==> src/rtl/qv_pkg.sv <==
// ---------------------------------------------------------------------------
// qv_pkg
// Shared definitions for the quaternary transfer/weight pipeline.
//   DIGIT_W      width of one quaternary digit
//   qv_digit_t   one quaternary digit, value 0..3
//   MODE_*       value of the per-transaction mode bit
//   FILL_*       digit placed in t[1:0]; subtract injects the +1 of the
//                complement of b there
// ---------------------------------------------------------------------------
package qv_pkg;

  localparam int DIGIT_W = 2;

  typedef logic [DIGIT_W-1:0] qv_digit_t;

  localparam logic MODE_ADD = 1'b0;
  localparam logic MODE_SUB = 1'b1;

  localparam qv_digit_t FILL_ADD = 2'b00;
  localparam qv_digit_t FILL_SUB = 2'b01;

endpackage

==> src/rtl/qv_tw_transform_pipe_if.sv <==
// ---------------------------------------------------------------------------
// qv_tw_transform_pipe_if
// Operand and result handshake bundle of the transfer/weight pipeline.
//   in_valid/in_ready    operand handshake
//   in_sub, a, b         mode bit and operands (2 bits per digit)
//   out_valid/out_ready  result handshake
//   t, w, out_sub        transfer vector, weight vector, mode bit
// master = producer/consumer side, slave = the pipeline itself.
// P must match the P of the pipeline the interface is attached to.
// ---------------------------------------------------------------------------
interface qv_tw_transform_pipe_if #(parameter int P = 33);

  logic             in_valid;
  logic             in_ready;
  logic             in_sub;
  logic [2*P-1:0]   a;
  logic [2*P-1:0]   b;
  logic             out_valid;
  logic             out_ready;
  logic [2*P+1:0]   t;
  logic [2*P-1:0]   w;
  logic             out_sub;

  modport master (
    output in_valid, in_sub, a, b, out_ready,
    input  in_ready, out_valid, t, w, out_sub
  );

  modport slave (
    input  in_valid, in_sub, a, b, out_ready,
    output in_ready, out_valid, t, w, out_sub
  );

endinterface

==> src/rtl/qv_tw_cell.sv <==
// ---------------------------------------------------------------------------
// qv_tw_cell
// Combinational per-digit transfer/weight cell.
//   a_i, b_i  operand digits (0..3)
//   sub       mode bit; when set b_i is replaced by its digit complement 3-b_i
//   t_next    transfer digit into the next position (00 or 01)
//   w_i       weight digit, (a_i + b'_i) mod 4
// ---------------------------------------------------------------------------
module qv_tw_cell
  import qv_pkg::*;
(
  input  qv_digit_t a_i,
  input  qv_digit_t b_i,
  input  logic      sub,
  output qv_digit_t t_next,
  output qv_digit_t w_i
);

  qv_digit_t  b_eff;
  logic [2:0] sum;

  // The sum of two digits is 0..6, so bit 2 alone is the ">= 4" carry.
  assign b_eff  = (sub == MODE_SUB) ? (2'd3 - b_i) : b_i;
  assign sum    = {1'b0, a_i} + {1'b0, b_eff};
  assign w_i    = sum[1:0];
  assign t_next = {1'b0, sum[2]};

endmodule

==> src/rtl/qv_tw_transform_pipe.sv <==
// ---------------------------------------------------------------------------
// qv_tw_transform_pipe
// Pipelined quaternary transfer/weight stage with valid/ready handshake.
// Stage 1 computes T/W from the operands and registers them; stages
// 2..STAGES are plain delay registers, each with its own valid bit, so
// bubbles collapse and a full pipe can pop and push in the same cycle.
//   clk   rising-edge clock
//   rst   asynchronous active-high reset, clears valid and data registers
//   bus   qv_tw_transform_pipe_if.slave (operands in, results out)
// Parameters: P digits per operand, STAGES register stages (1..4).
// ---------------------------------------------------------------------------
module qv_tw_transform_pipe
  import qv_pkg::*;
#(
  parameter int P      = 33,
  parameter int STAGES = 2
) (
  input  logic                  clk,
  input  logic                  rst,
  qv_tw_transform_pipe_if.slave bus
);

  localparam int TW = 2*P + 2;
  localparam int WW = 2*P;

  if (STAGES < 1 || STAGES > 4) begin : g_bad_stages
    $error("qv_tw_transform_pipe: STAGES must be in 1..4");
  end

  logic [TW-1:0] t_comb;
  logic [WW-1:0] w_comb;

  // Position 0 of T has no digit below it; it carries the +1 that turns
  // the digit complement of b into a true negation when subtracting.
  assign t_comb[1:0] = (bus.in_sub == MODE_ADD) ? FILL_ADD : FILL_SUB;

  for (genvar i = 0; i < P; i++) begin : g_cell
    qv_tw_cell u_cell (
      .a_i    (bus.a[2*i +: 2]),
      .b_i    (bus.b[2*i +: 2]),
      .sub    (bus.in_sub),
      .t_next (t_comb[2*i+2 +: 2]),
      .w_i    (w_comb[2*i +: 2])
    );
  end

  logic [STAGES-1:0] vld;
  logic [STAGES-1:0] pred;
  logic [STAGES-1:0] ld;
  logic [STAGES-1:0] adv;
  logic [TW-1:0]     t_s   [STAGES];
  logic [WW-1:0]     w_s   [STAGES];
  logic              sub_s [STAGES];

  // Load/advance chain, resolved from the output back to the input so that
  // out_ready ripples combinationally all the way to in_ready.
  always_comb begin
    logic nxt;
    pred    = '0;
    ld      = '0;
    adv     = '0;
    pred[0] = bus.in_valid;
    for (int k = 1; k < STAGES; k++) begin
      pred[k] = vld[k-1];
    end
    nxt = bus.out_ready;
    for (int k = STAGES-1; k >= 0; k--) begin
      adv[k] = vld[k] & nxt;
      ld[k]  = pred[k] & (~vld[k] | adv[k]);
      nxt    = ld[k];
    end
  end

  for (genvar k = 0; k < STAGES; k++) begin : g_stage
    logic          v_q;
    logic [TW-1:0] t_q;
    logic [WW-1:0] w_q;
    logic          sub_q;
    logic [TW-1:0] t_src;
    logic [WW-1:0] w_src;
    logic          sub_src;

    if (k == 0) begin : g_first
      assign t_src   = t_comb;
      assign w_src   = w_comb;
      assign sub_src = bus.in_sub;
    end else begin : g_next
      assign t_src   = t_s[k-1];
      assign w_src   = w_s[k-1];
      assign sub_src = sub_s[k-1];
    end

    // A stage becomes valid on load and empty when it advances without a
    // refill; data only moves on load, so a drained stage keeps stale data.
    always_ff @(posedge clk or posedge rst) begin
      if (rst) begin
        v_q   <= 1'b0;
        t_q   <= '0;
        w_q   <= '0;
        sub_q <= 1'b0;
      end else begin
        if (ld[k]) begin
          v_q   <= 1'b1;
          t_q   <= t_src;
          w_q   <= w_src;
          sub_q <= sub_src;
        end else if (adv[k]) begin
          v_q   <= 1'b0;
        end
      end
    end

    assign vld[k]   = v_q;
    assign t_s[k]   = t_q;
    assign w_s[k]   = w_q;
    assign sub_s[k] = sub_q;
  end

  assign bus.in_ready  = ~vld[0] | adv[0];
  assign bus.out_valid = vld[STAGES-1];
  assign bus.t         = t_s[STAGES-1];
  assign bus.w         = w_s[STAGES-1];
  assign bus.out_sub   = sub_s[STAGES-1];

endmodule

==> src/flat_wrapper.sv <==
// flat-port wrapper written by rule: the top's interface ports become plain ports
module qv_tw_transform_pipe_flat import qv_pkg::*;
#(
  parameter int P      = 33,
  parameter int STAGES = 2
)
  (clk, rst, bus_in_valid, bus_in_sub, bus_a, bus_b, bus_out_ready, bus_in_ready, bus_out_valid, bus_t, bus_w, bus_out_sub);
  qv_tw_transform_pipe_if #(.P(P)) bus_i ();
  input  logic clk;
  input  logic rst;
  input wire logic [$bits(bus_i.in_valid)-1:0] bus_in_valid;
  input wire logic [$bits(bus_i.in_sub)-1:0] bus_in_sub;
  input wire logic [$bits(bus_i.a)-1:0] bus_a;
  input wire logic [$bits(bus_i.b)-1:0] bus_b;
  input wire logic [$bits(bus_i.out_ready)-1:0] bus_out_ready;
  output wire logic [$bits(bus_i.in_ready)-1:0] bus_in_ready;
  output wire logic [$bits(bus_i.out_valid)-1:0] bus_out_valid;
  output wire logic [$bits(bus_i.t)-1:0] bus_t;
  output wire logic [$bits(bus_i.w)-1:0] bus_w;
  output wire logic [$bits(bus_i.out_sub)-1:0] bus_out_sub;
  assign bus_i.in_valid = bus_in_valid;
  assign bus_i.in_sub = bus_in_sub;
  assign bus_i.a = bus_a;
  assign bus_i.b = bus_b;
  assign bus_i.out_ready = bus_out_ready;
  assign bus_in_ready = bus_i.in_ready;
  assign bus_out_valid = bus_i.out_valid;
  assign bus_t = bus_i.t;
  assign bus_w = bus_i.w;
  assign bus_out_sub = bus_i.out_sub;
  qv_tw_transform_pipe #(.P(P), .STAGES(STAGES)) u_core (.clk(clk), .rst(rst), .bus(bus_i));
endmodule
==> config.mk <==
export PLATFORM = sky130hd
export DESIGN_NAME = qv_tw_transform_pipe_flat
export DESIGN_NICKNAME = d
export VERILOG_FILES = /design/src/rtl/qv_pkg.sv /design/src/rtl/qv_tw_transform_pipe_if.sv /design/src/rtl/qv_tw_cell.sv /design/src/rtl/qv_tw_transform_pipe.sv /design/src/flat_wrapper.sv
export SDC_FILE = /design/constraint.sdc
export NUM_CORES = 1
export LEC_CHECK = 0
export CAP_MARGIN = 20
export CORE_MARGIN = 8
export CORE_UTILIZATION = 51
export DETAILED_ROUTE_END_ITERATION = 7
export GPL_TIMING_DRIVEN = 1
export MAX_ROUTING_LAYER = met4
export PLACE_DENSITY = 0.81
export SLEW_MARGIN = 20
export SYNTH_ARGS = -nofsm -noshare
export SYNTH_HDL_FRONTEND = slang
export SYNTH_HIERARCHICAL = 1
export SYNTH_SLANG_ARGS = --single-unit
==> constraint.sdc <==
create_clock -name clk -period 12.1 [get_ports clk]
set_input_delay 3.63 -clock clk [delete_from_list [all_inputs] [get_ports clk]]
set_output_delay 3.63 -clock clk [all_outputs]
set_load 0.05 [all_outputs]
==> results by group <==
STA
  – Highest clock rate: 114 MHz
  – Final setup vio count: 0
  – Tightest Pin Transition: 0.931 ns
  – Slew margin rel.: 0.379
  – Hold WS: 0.479 ns
  – RSZ-0062 raised after global routing: no
  – Final TNS setup: 0 ns
  – Tmin final: 8.75 ns
  – Clock skew: 0.00834 ns
  – Max Slew Vio Count: 0
  – Final Hold Viols: 0
  – Period utilization: 0.723

Power and ir drop
  – Sw Ratio: 0.371
  – Internal power: 2.19 mW
  – Comb pwr share: 0.378
  – Leak: 6.80 nW
  – Flop pwr share: 0.368
  – Pwr dens: 221 mW/mm^2
  – Clock share of power: 0.254
  – Power, Total: 3.47 mW
  – P_sw: 1.29 mW
  – VDD IR max: 0.171 mV

Clocking
  – Clk_lat worst skew: 0.53 ns
  – CTS max path bufs: 3
  – TritonCTS clock tree: built
  – Clock Pin Slew Worst Setup and Hold Paths: 0.06 ns
  – Num Clock Sinks: 268
  – CTS Buf Count: 29
  – Hold buffers post-CTS: 0
  – Htree depth: 1
  – Setup bufs post-CTS: 0
  – CTS root buf: clkbuf_16
  – Post-CTS resize count: 0

Die
  – Die Ht: 169 um
  – Initial Utilization: 0.516
  – IO Count: 274
  – Die Wd: 169 um
  – Overall die area: 0.0287 sq mm
  – Core ar.: 0.0233 sq mm
  – Row Count: 56

GRT
  – Initial antenna violation count: 0
  – First-pass GRT wire length: 40.0 mm
  – Congestion Overflow GR: 0
  – Largest net degree at the start of global routing: 131
  – Vias in the first global route: 7514
  – GRT Util Overall: 0.178

Finish
  – Fin nets: 1217
  – Layout cells sized above 1: 0.177
  – Ant diodes: 0
  – Area growth syn-to-layout: 30.8%
  – Finished Layout Cells: 1355
  – Fill cell count: 1694

Synth
  – Synth cell types: 14
  – Flops & latches, synth: 268
  – Most frequent cell after synthesis: dfrtp_1
  – Synth top cells by count: dfrtp_1, mux2_1, mux2_2
  – Post-synth top area cell: dfrtp_1
  – Post-Syn Area: 0.0120 sq mm
  – Synth async-reset ratio: 1.00
  – Synth Instances: 770
  – Main synth FF type: dfrtp_1
  – Yosys synthesis warning count: 6
  – Sequential-to-total area share from yosys stat: 0.559
  – Post-synth top area share: 0.559
  – Count of flip-flops with a built-in enable after synthesis: 0
  – Syn_nets: 973
  – Synth top area cells: dfrtp_1, mux2_1, mux2_2
  – Synthesized area per cell: 15.6 sq um

Run
  – MaxCap Viol Count: 0

Worst setup path
  – CP max FO: 3
  – Crit path DAT: 5.12 ns
  – Endpoint type of the worst setup path: output port
  – WP data required: 8.47 ns
  – CP startpoint kind: input port
  – Critical path class: in -> out

Place
  – Final HPWL DP: 16.6 mm
  – Routability cong.: 0.751
  – IO Port Bufs: 272
  – Placed cell count: 1302

Status
  – Status: completed

Route
  – Routed WL per cell: 18.0 um
  – DR DRC count: 0
  – DRT iter0 DRCs: 251
  – Vias: 6555
  – Total iterations of the first detailed-routing run: 3
  – DRT antenna net count: 0
  – DRT Wirelength: 24.4 mm
  – Routed vias/inst: 4.84

Worst hold path
  – Hold Path Class: reg -> reg
[routing by layer]
metal,global-route usage,wire [um]
met1,0.213,10100
met2,0.288,11900
met3,0.0563,1860
met4,0.0496,550
met5,-,0
[critical path, cell delays in order]
cell	delay, ns
clkdlybuf4s50_1	0.46
nand3b_2	0.19
clkdlybuf4s50_1	0.84
[kinds of logic after synthesis]
group / count (synthesis) / share of synthesized area
muxes: 266 / 0.250
buffers and inverters: 64 / 0.0397
and+or+nand+nor: 6 / 0.00354
other: 34 / 0.0106
adders and majority gates: 66 / 0.0895
DFF: 268 / 0.559
xor gates and xnor gates: 66 / 0.0482
[registers in the layout (all words and copies together), names as in the netlist]
signal / flops
u_core/bus.t: 67
u_core/g_stage.t_q: 67
u_core/bus.w: 66
u_core/g_stage.w_q: 66
u_core/bus.out_valid: 1
u_core/g_stage.v_q: 1
[power by group through the flow]
| stage | combinational [mW] | clock, mW | sequential (mW) |
|---|---|---|---|
| floorplan | 0.309 | 0 | 1.82 |
| global placement | 1.31 | 0 | 1.28 |
| detailed placement | 1.33 | 0 | 1.29 |
| CTS | 1.33 | 0.915 | 1.28 |
| global route | 1.38 | 0.951 | 1.31 |
| finish | 1.31 | 0.884 | 1.28 |
[path summary, 6_finish.rpt]
path	startpoint	endpoint	slack, ns	cells after the start
min	u_core/g_stage[0].w_q[8]	u_core/bus.w[8]	0.48	1
min reg2reg	u_core/g_stage[0].w_q[8]	u_core/bus.w[8]	0.48	1
min in group asynchronous	rst	u_core/bus.w[1]	3.71	2
max reg2reg	u_core/g_stage[0].v_q	u_core/g_stage[0].w_q[54]	9.52	4
max in group asynchronous	rst	u_core/g_stage[0].t_q[32]	6.95	3
max	bus_out_ready	bus_in_ready	3.35	3
[per-stage QoR]
stage                     instance area, sq um   util  worst slack, ns
after global placement                   14700  0.632             3.35
after floorplan                          12000      -             1.09
after detailed placement                 14700  0.632             3.35
final                                    15700  0.675             3.35
after global routing                     15700  0.675             3.31
after CTS                                15700  0.675             3.34
[placed cells by master, fill, tap and decap left out]
cell and instances:
fa_1 33, clkbuf_1 5, inv_8 2, xor2_1 66, ha_1 33, clkdlybuf4s50_1 271
conb_1 34, clkinv_4 1, bufinv_16 3, buf_4 4, clkbuf_16 29, clkbuf_8 6
nand2b_1 3, clkinvlp_4 1, buf_6 1, nand3b_2 1, clkinv_2 7, nand2_8 2
dfrtp_1 268, mux2_2 126, mux2_1 140
[final cells by class]
type,count,area (sq um),share of cell area
well taps,319,399,0.0254
repair buffers,276,2750,0.175
clock inverters,13,153,0.00973
clock buffers,40,827,0.0527
inverters,1,11.3,0.000717
flip-flops and latches,268,6710,0.427
multi-input cells,438,4840,0.309
(Power assumes the default switching activity.)
==> RTL edit, RTL diff (same flow settings) <==
Make the reset (`rst`) synchronous in one clocked block. Comments in the files are not updated.
--- a/src/rtl/qv_tw_transform_pipe.sv
+++ b/src/rtl/qv_tw_transform_pipe.sv
@@ -92,7 +92,7 @@
 
     // A stage becomes valid on load and empty when it advances without a
     // refill; data only moves on load, so a drained stage keeps stale data.
-    always_ff @(posedge clk or posedge rst) begin
+    always_ff @(posedge clk) begin
       if (rst) begin
         v_q   <= 1'b0;
         t_q   <= '0;
Check against the original RTL: differs if rst is asserted again (counterexample within 4 cycles, from zero or initial values and one cycle with rst high); with rst held inactive, the same outputs for 4 cycles.
==> RTL edit against the unedited design <==
Hold slack got worse by 0.012 ns; first-iteration DRC count rose to 3.1 times the old value; via count rose by 54%; final cell count rose by 41%; cell area rose by 4.3%; setup slack got worse by 0.60 ns; clock skew rose by 0.0011 ns; wire length rose by 42%; synthesized area rose by 9.0%; sequential cell count did not move; critical path type unchanged; critical endpoint unchanged; largest cell class is now multi-input combinational cells.
Power is not compared: it rests on default switching activity, and its combinational part moved more than twofold at a synthesized area within 25%.
==> RTL edit: results (changes against the unedited design) <==
<table>
<tr><th>Metric</th><th>Value</th></tr>
<tr><th colspan="2">Worst hold path</th></tr>
<tr><td>End point of the worst hold path</td><td>u_core/bus.w[58]$_SDFFE_PP0P_ (was u_core/bus.w[8]$_DFFE_PP0P_)</td></tr>
<tr><th colspan="2">Global route</th></tr>
<tr><td>Number of global-route vias before repair</td><td>9938 (was 7514)</td></tr>
<tr><td>Met3 track demand over resource</td><td>0.0346 (was 0.0563)</td></tr>
<tr><td>Largest net degree at the start of global routing</td><td>159 (was 131)</td></tr>
<tr><td>Global-route wire length before repair</td><td>54300 um (was 40000 um)</td></tr>
<tr><td>Routing usage on met2</td><td>0.337 (was 0.288)</td></tr>
<tr><td>GRT met1 Usage</td><td>0.286 (was 0.213)</td></tr>
<tr><th colspan="2">Critical path</th></tr>
<tr><td>Capture point of the worst reg-to-reg path</td><td>u_core/g_stage[0].t_q[40]$_SDFFE_PP0P_ (was u_core/g_stage[0].w_q[54]$_DFFE_PP0P_)</td></tr>
<tr><td>Worst-case reg-to-reg path depth</td><td>5 (was 4)</td></tr>
<tr><td>Max FO, Critical Path</td><td>76 (was 3)</td></tr>
<tr><th colspan="2">Place</th></tr>
<tr><td>Post-detailed-placement half-perimeter wirelength</td><td>22200 um (was 16600 um)</td></tr>
<tr><td>GP Congestion</td><td>0.819 (was 0.751)</td></tr>
<tr><th colspan="2">Synth</th></tr>
<tr><td>Distinct cells, synth</td><td>23 (was 14)</td></tr>
<tr><td>Net count after synthesis</td><td>1596 (was 973)</td></tr>
<tr><td>Top cells by area, synth</td><td>sky130_fd_sc_hd__dfxtp_1 41%, sky130_fd_sc_hd__nand2b_1 13%, sky130_fd_sc_hd__mux2i_1 10%, sky130_fd_sc_hd__a21oi_1 5.2%, sky130_fd_sc_hd__nand3_1 5.1% (was sky130_fd_sc_hd__dfrtp_1 56%, sky130_fd_sc_hd__mux2_1 13%, sky130_fd_sc_hd__mux2_2 12%, sky130_fd_sc_hd__fa_1 5.5%, sky130_fd_sc_hd__xor2_1 4.8%)</td></tr>
<tr><td>Post-synthesis sequential area ratio</td><td>0.410 (was 0.559)</td></tr>
<tr><th colspan="2">Timing</th></tr>
<tr><td>Remaining max-slew budget at the tightest pin</td><td>0.262 (was 0.379)</td></tr>
<tr><th colspan="2">Detailed routing</th></tr>
<tr><td>Met3 wire len</td><td>1660 um (was 1860 um)</td></tr>
<tr><td>Total number of vias</td><td>10100 (was 6555)</td></tr>
<tr><td>Count of routing violations after the opening detailed-route iteration</td><td>787 (was 251)</td></tr>
<tr><td>Number of optimization iterations in the first detailed-route pass</td><td>5 (was 3)</td></tr>
<tr><th colspan="2">Status</th></tr>
<tr><td>Result of the run</td><td>finished clean (unchanged)</td></tr>
<tr><th colspan="2">Layout</th></tr>
<tr><td>Share of final-layout standard cells stronger than drive strength 1</td><td>0.0382 (was 0.177)</td></tr>
<tr><td>Final std cell area, no fill</td><td>16400 sq um (was 15700 sq um)</td></tr>
<tr><td>Post-route non-filler standard cell count</td><td>1904 (was 1355)</td></tr>
<tr><td>Number of nets at the end of the flow</td><td>1756 (was 1217)</td></tr>
</table>
[RTL edit: cell types whose count changed after synthesis, moves of 82 or more]
cell,delta
sky130_fd_sc_hd__dfxtp_1,+268
sky130_fd_sc_hd__dfrtp_1,-268
sky130_fd_sc_hd__a21oi_1,+135
sky130_fd_sc_hd__mux2_1,-140
sky130_fd_sc_hd__nand2b_1,+264
sky130_fd_sc_hd__mux2i_1,+133
sky130_fd_sc_hd__mux2_2,-126
sky130_fd_sc_hd__o21ai_0,+124
sky130_fd_sc_hd__nand3_1,+133
sky130_fd_sc_hd__clkbuf_1,+82
[RTL edit: cell type report]
type                    count  area share
clock inverters             6     0.00504
clock buffers              44      0.0527
well taps                 330      0.0252
repair buffers            282       0.171
diodes                      2    0.000306
inverters                   1    0.000382
flip-flops and latches    268       0.328
multi-input cells         971       0.417
[RTL edit: kinds of logic after synthesis]
group                    after synthesis  synth area share
AND/OR/NAND/NOR                      403             0.180
other                                 34           0.00976
buffers and inverters                154            0.0686
adder cells (fa/ha/maj)               66            0.0821
multiplexers                         133             0.102
XOR/XNOR                              66            0.0442
flip-flops                           268             0.410
AO/OA/AOI/OAI                        269             0.103
[RTL edit: power breakdown]
group / internal, W / leakage (nW) / switching [W] / total, W
Sequential: 0.000937 / 2.19 / 0.0000332 / 0.000970
Combinational: 0.000160 / 3.56 / 0.000198 / 0.000358
Clock: 0.000528 / 0.463 / 0.000344 / 0.000872
Total: 0.00163 / 6.21 / 0.000575 / 0.00220
[RTL edit: tightest hold or removal path: cells and delay by family (launching register included)]
family          cells  cell delay [ns]
flops               1             0.31
compound gates      1             0.05
simple gates        1             0.06
